<file path="config.mk">
export PLATFORM = sky130hd
export DESIGN_NAME = pipeline_trace_tracker
export DESIGN_NICKNAME = d
export VERILOG_FILES = /design/src/rtl/trace_pkg.sv /design/src/rtl/trace_fifo.sv /design/src/rtl/pipeline_trace_tracker.sv
export SDC_FILE = /design/constraint.sdc
export NUM_CORES = 2
export LEC_CHECK = 0
export BUFFER_PORTS_ARGS = -buffer_cell sky130_fd_sc_hd__buf_2
export CAP_MARGIN = 25
export CORE_UTILIZATION = 61
export DETAILED_ROUTE_END_ITERATION = 12
export HOLD_SLACK_MARGIN = 0.08
export MAX_ROUTING_LAYER = met4
export PLACE_DENSITY_LB_ADDON = 0.3
export SLEW_MARGIN = 30
export SYNTH_ARGS = -nofsm -noshare
export SYNTH_HDL_FRONTEND = slang
export SYNTH_SLANG_ARGS = --single-unit
</file>
<file path="constraint.sdc">
create_clock -name clk -period 26.1 [get_ports clk]
set_input_delay 0 -clock clk [delete_from_list [all_inputs] [get_ports clk]]
set_output_delay 0 -clock clk [all_outputs]
set_load 0.02 [all_outputs]
</file>
<file path="src/rtl/trace_pkg.sv">
// trace_pkg: shared types and helpers for the pipeline trace tracker.
//
// Holds the record layout carried through the pipeline slots and the retire
// FIFO. The record fields are sized by the TR_* constants below; the top-level
// parameters default to these values and must be kept equal to them.
// No configuration macros are used in this file.
package trace_pkg;

    localparam int TR_NUM_STAGES = 5;
    localparam int TR_ID_W       = 8;
    localparam int TR_PC_W       = 16;
    localparam int TR_CYC_W      = 32;
    localparam int TR_FIFO_DEPTH = 8;

    // One instruction's lifecycle record. stamps[i] is the first cycle the
    // instruction occupied stage i; packed so that stage i sits at
    // bits [i*TR_CYC_W +: TR_CYC_W] of the flattened vector.
    typedef struct packed {
        logic [TR_ID_W-1:0]                      id;
        logic [TR_PC_W-1:0]                      pc;
        logic [TR_NUM_STAGES-1:0][TR_CYC_W-1:0]  stamps;
        logic [7:0]                              stalls;
    } trace_rec_t;

    // Increment that sticks at all-ones instead of wrapping.
    function automatic logic [7:0] sat_inc8(input logic [7:0] v);
        return (v == 8'hFF) ? v : v + 8'd1;
    endfunction

endpackage

</file>
<file path="src/rtl/trace_fifo.sv">
// trace_fifo: DEPTH-entry synchronous FIFO of trace_rec_t.
//
// Ports:
//   clk, rst        clock, synchronous active-high reset (empties the FIFO)
//   push, push_data write request; accepted when not full, or when full and
//                   a pop happens in the same cycle
//   pop             read request; ignored when empty
//   pop_data        head entry (meaningless while empty)
//   full, empty     occupancy flags, decoded from the registered count
//   count           number of stored entries
// No configuration macros are used in this file.
module trace_fifo
    import trace_pkg::*;
#(
    parameter int DEPTH = 8
) (
    input  logic                     clk,
    input  logic                     rst,
    input  logic                     push,
    input  trace_rec_t               push_data,
    input  logic                     pop,
    output trace_rec_t               pop_data,
    output logic                     full,
    output logic                     empty,
    output logic [$clog2(DEPTH):0]   count
);

    localparam int PTR_W = $clog2(DEPTH);

    trace_rec_t        mem [DEPTH];
    logic [PTR_W-1:0]  wr_ptr;
    logic [PTR_W-1:0]  rd_ptr;
    logic              do_push;
    logic              do_pop;

    // Flags come only from the registered count, so nothing on the read
    // side combinationally depends on pop.
    assign full     = (count == ($clog2(DEPTH)+1)'(DEPTH));
    assign empty    = (count == '0);
    assign do_pop   = pop && !empty;
    // When full, the slot being vacated by a same-cycle pop is the one
    // written (wr_ptr == rd_ptr), and the head was already read this cycle.
    assign do_push  = push && (!full || pop);
    assign pop_data = mem[rd_ptr];

    always_ff @(posedge clk) begin
        if (do_push) begin
            mem[wr_ptr] <= push_data;
        end
    end

    always_ff @(posedge clk) begin
        if (rst) begin
            wr_ptr <= '0;
            rd_ptr <= '0;
            count  <= '0;
        end else begin
            if (do_push) begin
                wr_ptr <= wr_ptr + 1'b1;
            end
            if (do_pop) begin
                rd_ptr <= rd_ptr + 1'b1;
            end
            case ({do_push, do_pop})
                2'b10:   count <= count + 1'b1;
                2'b01:   count <= count - 1'b1;
                default: count <= count;
            endcase
        end
    end

endmodule

</file>
<file path="src/rtl/pipeline_trace_tracker.sv">
// pipeline_trace_tracker: follows every fetched instruction through
// NUM_STAGES pipeline stages, timestamps each stage entry, counts stall
// cycles and retires one record per completed instruction into a FIFO.
//
// Ports:
//   clk, rst             clock, synchronous active-high reset
//   fetch_valid/pc       instruction fetched this cycle (ignored while stage 0 holds)
//   stall[i]             stage i holds; also holds every earlier stage
//   flush[i]             kill stage i's contents (beats stall)
//   rec_valid/ready      retire record handshake
//   rec_id/pc/stamp/stalls  head record payload
//   cycle                free-running cycle counter
//   overflow, drop_cnt   sticky drop flag and saturating drop count
//
// Handshake: a record transfers on any rising edge where rec_valid and
// rec_ready are both high. rec_valid comes from registered FIFO state only;
// once high it stays high with a stable payload until the transfer.
//
// Configuration: define TRACE_DISPLAY_EN to print each popped record and a
// warning for each dropped record (simulation only). Port behaviour is the
// same with or without it.
module pipeline_trace_tracker
    import trace_pkg::*;
#(
    parameter int NUM_STAGES = TR_NUM_STAGES,
    parameter int ID_W       = TR_ID_W,
    parameter int PC_W       = TR_PC_W,
    parameter int CYC_W      = TR_CYC_W,
    parameter int FIFO_DEPTH = TR_FIFO_DEPTH
) (
    input  logic                         clk,
    input  logic                         rst,
    input  logic                         fetch_valid,
    input  logic [PC_W-1:0]              fetch_pc,
    input  logic [NUM_STAGES-1:0]        stall,
    input  logic [NUM_STAGES-1:0]        flush,
    output logic                         rec_valid,
    input  logic                         rec_ready,
    output logic [ID_W-1:0]              rec_id,
    output logic [PC_W-1:0]              rec_pc,
    output logic [NUM_STAGES*CYC_W-1:0]  rec_stamp,
    output logic [7:0]                   rec_stalls,
    output logic [CYC_W-1:0]             cycle,
    output logic                         overflow,
    output logic [7:0]                   drop_cnt
);

    localparam int LAST  = NUM_STAGES - 1;
    localparam int CNT_W = $clog2(FIFO_DEPTH) + 1;

    logic [NUM_STAGES-1:0]  slot_valid;
    logic [NUM_STAGES-1:0]  valid_nxt;
    trace_rec_t             slot     [NUM_STAGES];
    trace_rec_t             slot_nxt [NUM_STAGES];
    logic [NUM_STAGES-1:0]  hold;
    logic [ID_W-1:0]        next_id;
    logic [CYC_W-1:0]       stamp_now;
    trace_rec_t             fetch_rec;
    logic                   fetch_take;

    logic                   retire_push;
    logic                   rec_pop;
    logic                   fifo_push;
    logic                   fifo_full;
    logic                   fifo_empty;
    logic [CNT_W-1:0]       fifo_count;
    logic                   record_dropped;
    trace_rec_t             fifo_head;

    // A stall at stage j freezes stage j and everything upstream of it.
    always_comb begin
        hold = '0;
        for (int i = 0; i < NUM_STAGES; i++) begin
            hold[i] = |(stall >> i);
        end
    end

    // Stage loads stamp the first cycle the instruction will occupy the stage.
    assign stamp_now  = cycle + 1'b1;
    assign fetch_take = fetch_valid && !flush[0] && !hold[0];

    always_comb begin
        fetch_rec           = '0;
        fetch_rec.id        = next_id;
        fetch_rec.pc        = fetch_pc;
        fetch_rec.stamps[0] = stamp_now;
    end

    always_comb begin
        // Stage 0: fed by fetch.
        valid_nxt[0] = slot_valid[0];
        slot_nxt[0]  = slot[0];
        if (flush[0]) begin
            valid_nxt[0] = 1'b0;
        end else if (hold[0]) begin
            if (slot_valid[0]) begin
                slot_nxt[0].stalls = sat_inc8(slot[0].stalls);
            end
        end else begin
            valid_nxt[0] = fetch_valid;
            slot_nxt[0]  = fetch_rec;
        end

        // Later stages: fed by the previous stage. A held or flushed
        // predecessor hands over a bubble, so nothing is duplicated and a
        // killed instruction never moves on.
        for (int i = 1; i < NUM_STAGES; i++) begin
            valid_nxt[i] = slot_valid[i];
            slot_nxt[i]  = slot[i];
            if (flush[i]) begin
                valid_nxt[i] = 1'b0;
            end else if (hold[i]) begin
                if (slot_valid[i]) begin
                    slot_nxt[i].stalls = sat_inc8(slot[i].stalls);
                end
            end else begin
                valid_nxt[i]           = slot_valid[i-1] && !hold[i-1] && !flush[i-1];
                slot_nxt[i]            = slot[i-1];
                slot_nxt[i].stamps[i]  = stamp_now;
            end
        end
    end

    always_ff @(posedge clk) begin
        if (rst) begin
            slot_valid <= '0;
            next_id    <= '0;
            cycle      <= '0;
        end else begin
            slot_valid <= valid_nxt;
            cycle      <= cycle + 1'b1;
            if (fetch_take) begin
                next_id <= next_id + 1'b1;
            end
        end
    end

    // Payload is only meaningful while the matching valid bit is set.
    always_ff @(posedge clk) begin
        for (int i = 0; i < NUM_STAGES; i++) begin
            slot[i] <= slot_nxt[i];
        end
    end

    // Retire: the last stage leaves the pipeline at this edge.
    assign retire_push    = slot_valid[LAST] && !hold[LAST] && !flush[LAST];
    assign rec_valid      = !fifo_empty;
    assign rec_pop        = rec_valid && rec_ready;
    assign fifo_push      = retire_push && (!fifo_full || rec_pop);
    // A drop needs the FIFO at capacity with nothing leaving this cycle.
    assign record_dropped = retire_push && !rec_pop && (fifo_count == CNT_W'(FIFO_DEPTH));

    trace_fifo #(
        .DEPTH (FIFO_DEPTH)
    ) u_fifo (
        .clk       (clk),
        .rst       (rst),
        .push      (fifo_push),
        .push_data (slot[LAST]),
        .pop       (rec_pop),
        .pop_data  (fifo_head),
        .full      (fifo_full),
        .empty     (fifo_empty),
        .count     (fifo_count)
    );

    always_ff @(posedge clk) begin
        if (rst) begin
            overflow <= 1'b0;
            drop_cnt <= '0;
        end else if (record_dropped) begin
            overflow <= 1'b1;
            drop_cnt <= sat_inc8(drop_cnt);
        end
    end

    assign rec_id     = fifo_head.id;
    assign rec_pc     = fifo_head.pc;
    assign rec_stamp  = fifo_head.stamps;
    assign rec_stalls = fifo_head.stalls;

`ifdef TRACE_DISPLAY_EN
    always @(posedge clk) begin
        if (!rst && rec_pop) begin
            $write("trace: id=%0d pc=%0h stamps=", rec_id, rec_pc);
            for (int i = 0; i < NUM_STAGES; i++) begin
                $write("%0d ", fifo_head.stamps[i]);
            end
            $display("stalls=%0d cycle=%0d fifo_count=%0d", rec_stalls, cycle, fifo_count);
        end
        if (!rst && record_dropped) begin
            $display("trace warning: record id=%0d pc=%0h dropped at cycle %0d",
                     slot[LAST].id, slot[LAST].pc, cycle);
        end
    end
`endif

endmodule

</file>
==> impl_metrics.csv <==
group,metric,value,unit
clocking,clock_sinks,2243,
global_routing,grt_max_degree,148,
clocking,ctsHoldBuffers,63,
power,vdd_drop_max,0.0732,mV
floorplanning,std_cell_rows,133,
synth,syn_inst,3413,
worst_setup_path,arrival,4830,ps
clocking,htree_levels,4,
outcome,status,"finished, violations left",
worst_setup_path,r2r_end,"u_fifo.mem[7][118]",
clocking,cts-resized-gates,0,
detailed_routing,drt-initial-drc-count,3370,
placed_design,dpl.hpwl,85.9,mm
global_routing,grt_usage,0.266,
sta,fmax,0.207,GHz
worst_hold_path,min_to,"u_fifo.rd_ptr[2]",
synth,synth_seq_cells,2243,
sta,period_share,0.185,
outcome,violations,"antenna rules",
worst_setup_path,end_kind,"output port",
sta,rsz0062_at_grt,"no",
sta,tns,0,ps
synth,syn_nets,3456,
worst_setup_path,critical_path_required,26100,ps
finish,final_nets,3921,
synth,synth_area_per_cell,23.7,sq um
detailed_routing,routed_wl,171,mm
finish,area_growth,14.0,%
sta,finalHoldViolations,0,
sta,final.setup_skew,48.6,ps
floorplanning,fp.dieH,366,um
worst_hold_path,hp-start,"rec_ready",
sta,fin_crit,4830,ps
worst_setup_path,reg2reg_from,"slot_valid[4]",
worst_setup_path,crit_fanout,44,
clocking,numCtsBuffers,208,
synth,yosys_warnings,0,
worst_setup_path,start_kind,"flip-flop",
worst_hold_path,hold_class,"input port to flip-flop",
global_routing,overflow,0,
detailed_routing,drc_errors,0,
power,finalPower,6980,uW
placed_design,port_buffers,263,
detailed_routing,ant_nets,1,
global_routing,antenna_found_initial,8,
floorplanning,die_area,134000,sq um
worst_setup_path,rr_worst_depth,5,
synth,synth_cell_type_count,41,
synth,yosysSeqAreaShare,0.825,
sta,relSlewSlack,0.305,
detailed_routing,wl_per_cell,29.4,um
clocking,clkSlewWorstSetupHoldPaths,60,ps
detailed_routing,vias,36300,
global_routing,grt_pass1_vias,36900,
synth,syn_area,80800,sq um
detailed_routing,via_per_inst,6.23,
floorplanning,die_w,366,um
power,power_leakage,0.0294,uW
sta,drv_slew,0,
clocking,clk_latency,860,ps
worst_setup_path,r2r_slack,22340,ps
power,p_per_area,75.8,nW/um^2
clocking,clock_tree.root_cell,"clkbuf_16",
clocking,cts_tree,"done",
sta,tightest_slew,1040,ps
detailed_routing,firstDrtPassIters,5,
sta,setup_viol,0,
floorplanning,core-area,131000,sq um
clocking,cts_setup_buffers,0,
worst_hold_path,hold_depth,5,
floorplanning,start_util,0.615,
global_routing,grt_pass1_wl,248,mm
floorplanning,io_pins,264,
clocking,ctsLongestPathBuffers,3,
placed_design,gp_congestion,0.788,
worst_setup_path,crit_type,"flip-flop to output port",
run,maxCapViolCount,0,
finish,drive_gt1_frac,0.305,
## cell type report
class                   instances  area [sq um]
flip-flops and latches       2243         66700
fillers                      7595         39300
multi-input cells            1029         13900
clock buffers                 259          5450
repair buffers                388          2590
well taps                    1755          2200
clock inverters               127          1280
inverters                       8          30.0
diodes                         11          27.5
## sequential cells by signal, summed over array words and instances (netlist names), named ones only
| name | flops |
|---|---|
| overflow | 1 |
| u_fifo.wr_ptr | 3 |
| drop_cnt | 8 |
| u_fifo.count | 4 |
| u_fifo.mem | 1536 |
| u_fifo.rd_ptr | 3 |
| next_id | 8 |
| cycle | 32 |
| slot_valid | 5 |
| slot | 640 |
## per-stage QoR
step	hold WS [ps]	util	instances	area [sq um]	setup WS, ps
after floorplan	79.3	-	3413	80800	5790
after detailed placement	178	0.644	5358	84700	21690
final	161	0.701	5820	92100	21270
after global routing	175	0.701	5810	92100	20880
after global placement	177	0.643	5357	84600	21720
after CTS	90.5	0.700	5807	92100	20670
## layer usage
metal,up-vias,GRT usage,share of wire
met4,0,0.0846,0.028
met2,1527,0.437,0.52
met1,19300,0.344,0.39
met3,271,0.0461,0.065
met5,-,-,0
li1,15200,-,-
## worst max-delay path by stage
stage	start	endpoint	slack, ps	cells past startpoint
after detailed placement	flip-flop	rec_stamp[62]	21690	6
after floorplan	slot_valid[4]	u_fifo.mem[0][0]	5790	3
after global routing	flip-flop	rec_stamp[100]	20880	6
after global placement	flip-flop	rec_stamp[53]	21720	6
after CTS	flip-flop	rec_stamp[100]	20670	6
final	flip-flop	rec_stamp[100]	21270	6
## cell families after synthesis
group	after synthesis	share of synthesized area
AOI/OAI and AO/OA	94	0.00633
xor gates and xnor gates	60	0.00650
adders and majority gates	13	0.00201
buffers and inverters	141	0.00658
DFF	2243	0.825
muxes	593	0.136
and+or+nand+nor	269	0.0174
## power by group
group	switching, uW	internal, uW	leakage (uW)	total (uW)
clock network	1300	1690	0.00328	2980
registers	21.5	3940	0.0206	3960
logic	28.8	11.8	0.00549	40.6
## cell usage after synthesis (all sizes together)
master	instances	share of area
dfxtp	67	0.017
xnor2	32	0.0035
o211ai	1	0.000093
mux2	205	0.029
inv	8	0.00037
a31oi	2	0.00015
and2	2	0.00015
mux4	384	0.11
edfxtp	2176	0.81
nand2	38	0.0018
buf	45	0.0021
nor4	3	0.00023
o41ai	1	0.00011
o21bai	1	0.000093
nor2b	24	0.0019
and3	14	0.0011
a22oi	3	0.00028
a211oi	3	0.00028
nand4	12	0.00093
xor2	28	0.0030
nand2b	5	0.00039
nand4b	2	0.00022
nand3b	3	0.00028
or3	16	0.0012
clkbuf	88	0.0041
nor3b	1	0.000093
nor2	72	0.0033
o31ai	6	0.00056
nand3	36	0.0022
or4	9	0.00084
or2	2	0.00015
nor4b	1	0.00011
or4b	1	0.00012
a21oi	55	0.0034
and4	13	0.0014
o21ai	22	0.0014
nor3	15	0.00093
ha	13	0.0020
mux2i	4	0.00050
## worst max-delay path: stages, from the launching register on
cell and delay (ps):
dfxtp_4 630, buf_4 600, buf_4 710, buf_4 800
mux4_2 630, mux2_2 290, buf_2 170
## placed cells by master (no fill, tap or decap), types with 7 or more instances in the layout
| cell type | instances |
|---|---|
| bufinv_16 | 20 |
| edfxtp_1 | 2176 |
| buf_4 | 45 |
| or4_1 | 9 |
| inv_1 | 8 |
| ha_1 | 13 |
| nand2_1 | 37 |
| or3_1 | 16 |
| a21oi_1 | 55 |
| o21ai_0 | 21 |
| clkbuf_1 | 48 |
| mux2_2 | 205 |
| buf_2 | 263 |
| mux4_2 | 384 |
| dfxtp_1 | 64 |
| clkbuf_16 | 210 |
| nor2_1 | 65 |
| xnor2_1 | 19 |
| clkinv_2 | 36 |
| clkinv_1 | 50 |
| dlygate4sd3_1 | 63 |
| xor2_1 | 25 |
| nand3_1 | 36 |
| and4_1 | 13 |
| xnor2_2 | 9 |
| and3_1 | 14 |
| nor3_1 | 10 |
| diode_2 | 11 |
| nor2_4 | 7 |
| nand4_1 | 12 |
| nor2b_1 | 24 |
| buf_12 | 9 |
Note: power is estimated with default switching activity, not from simulation.
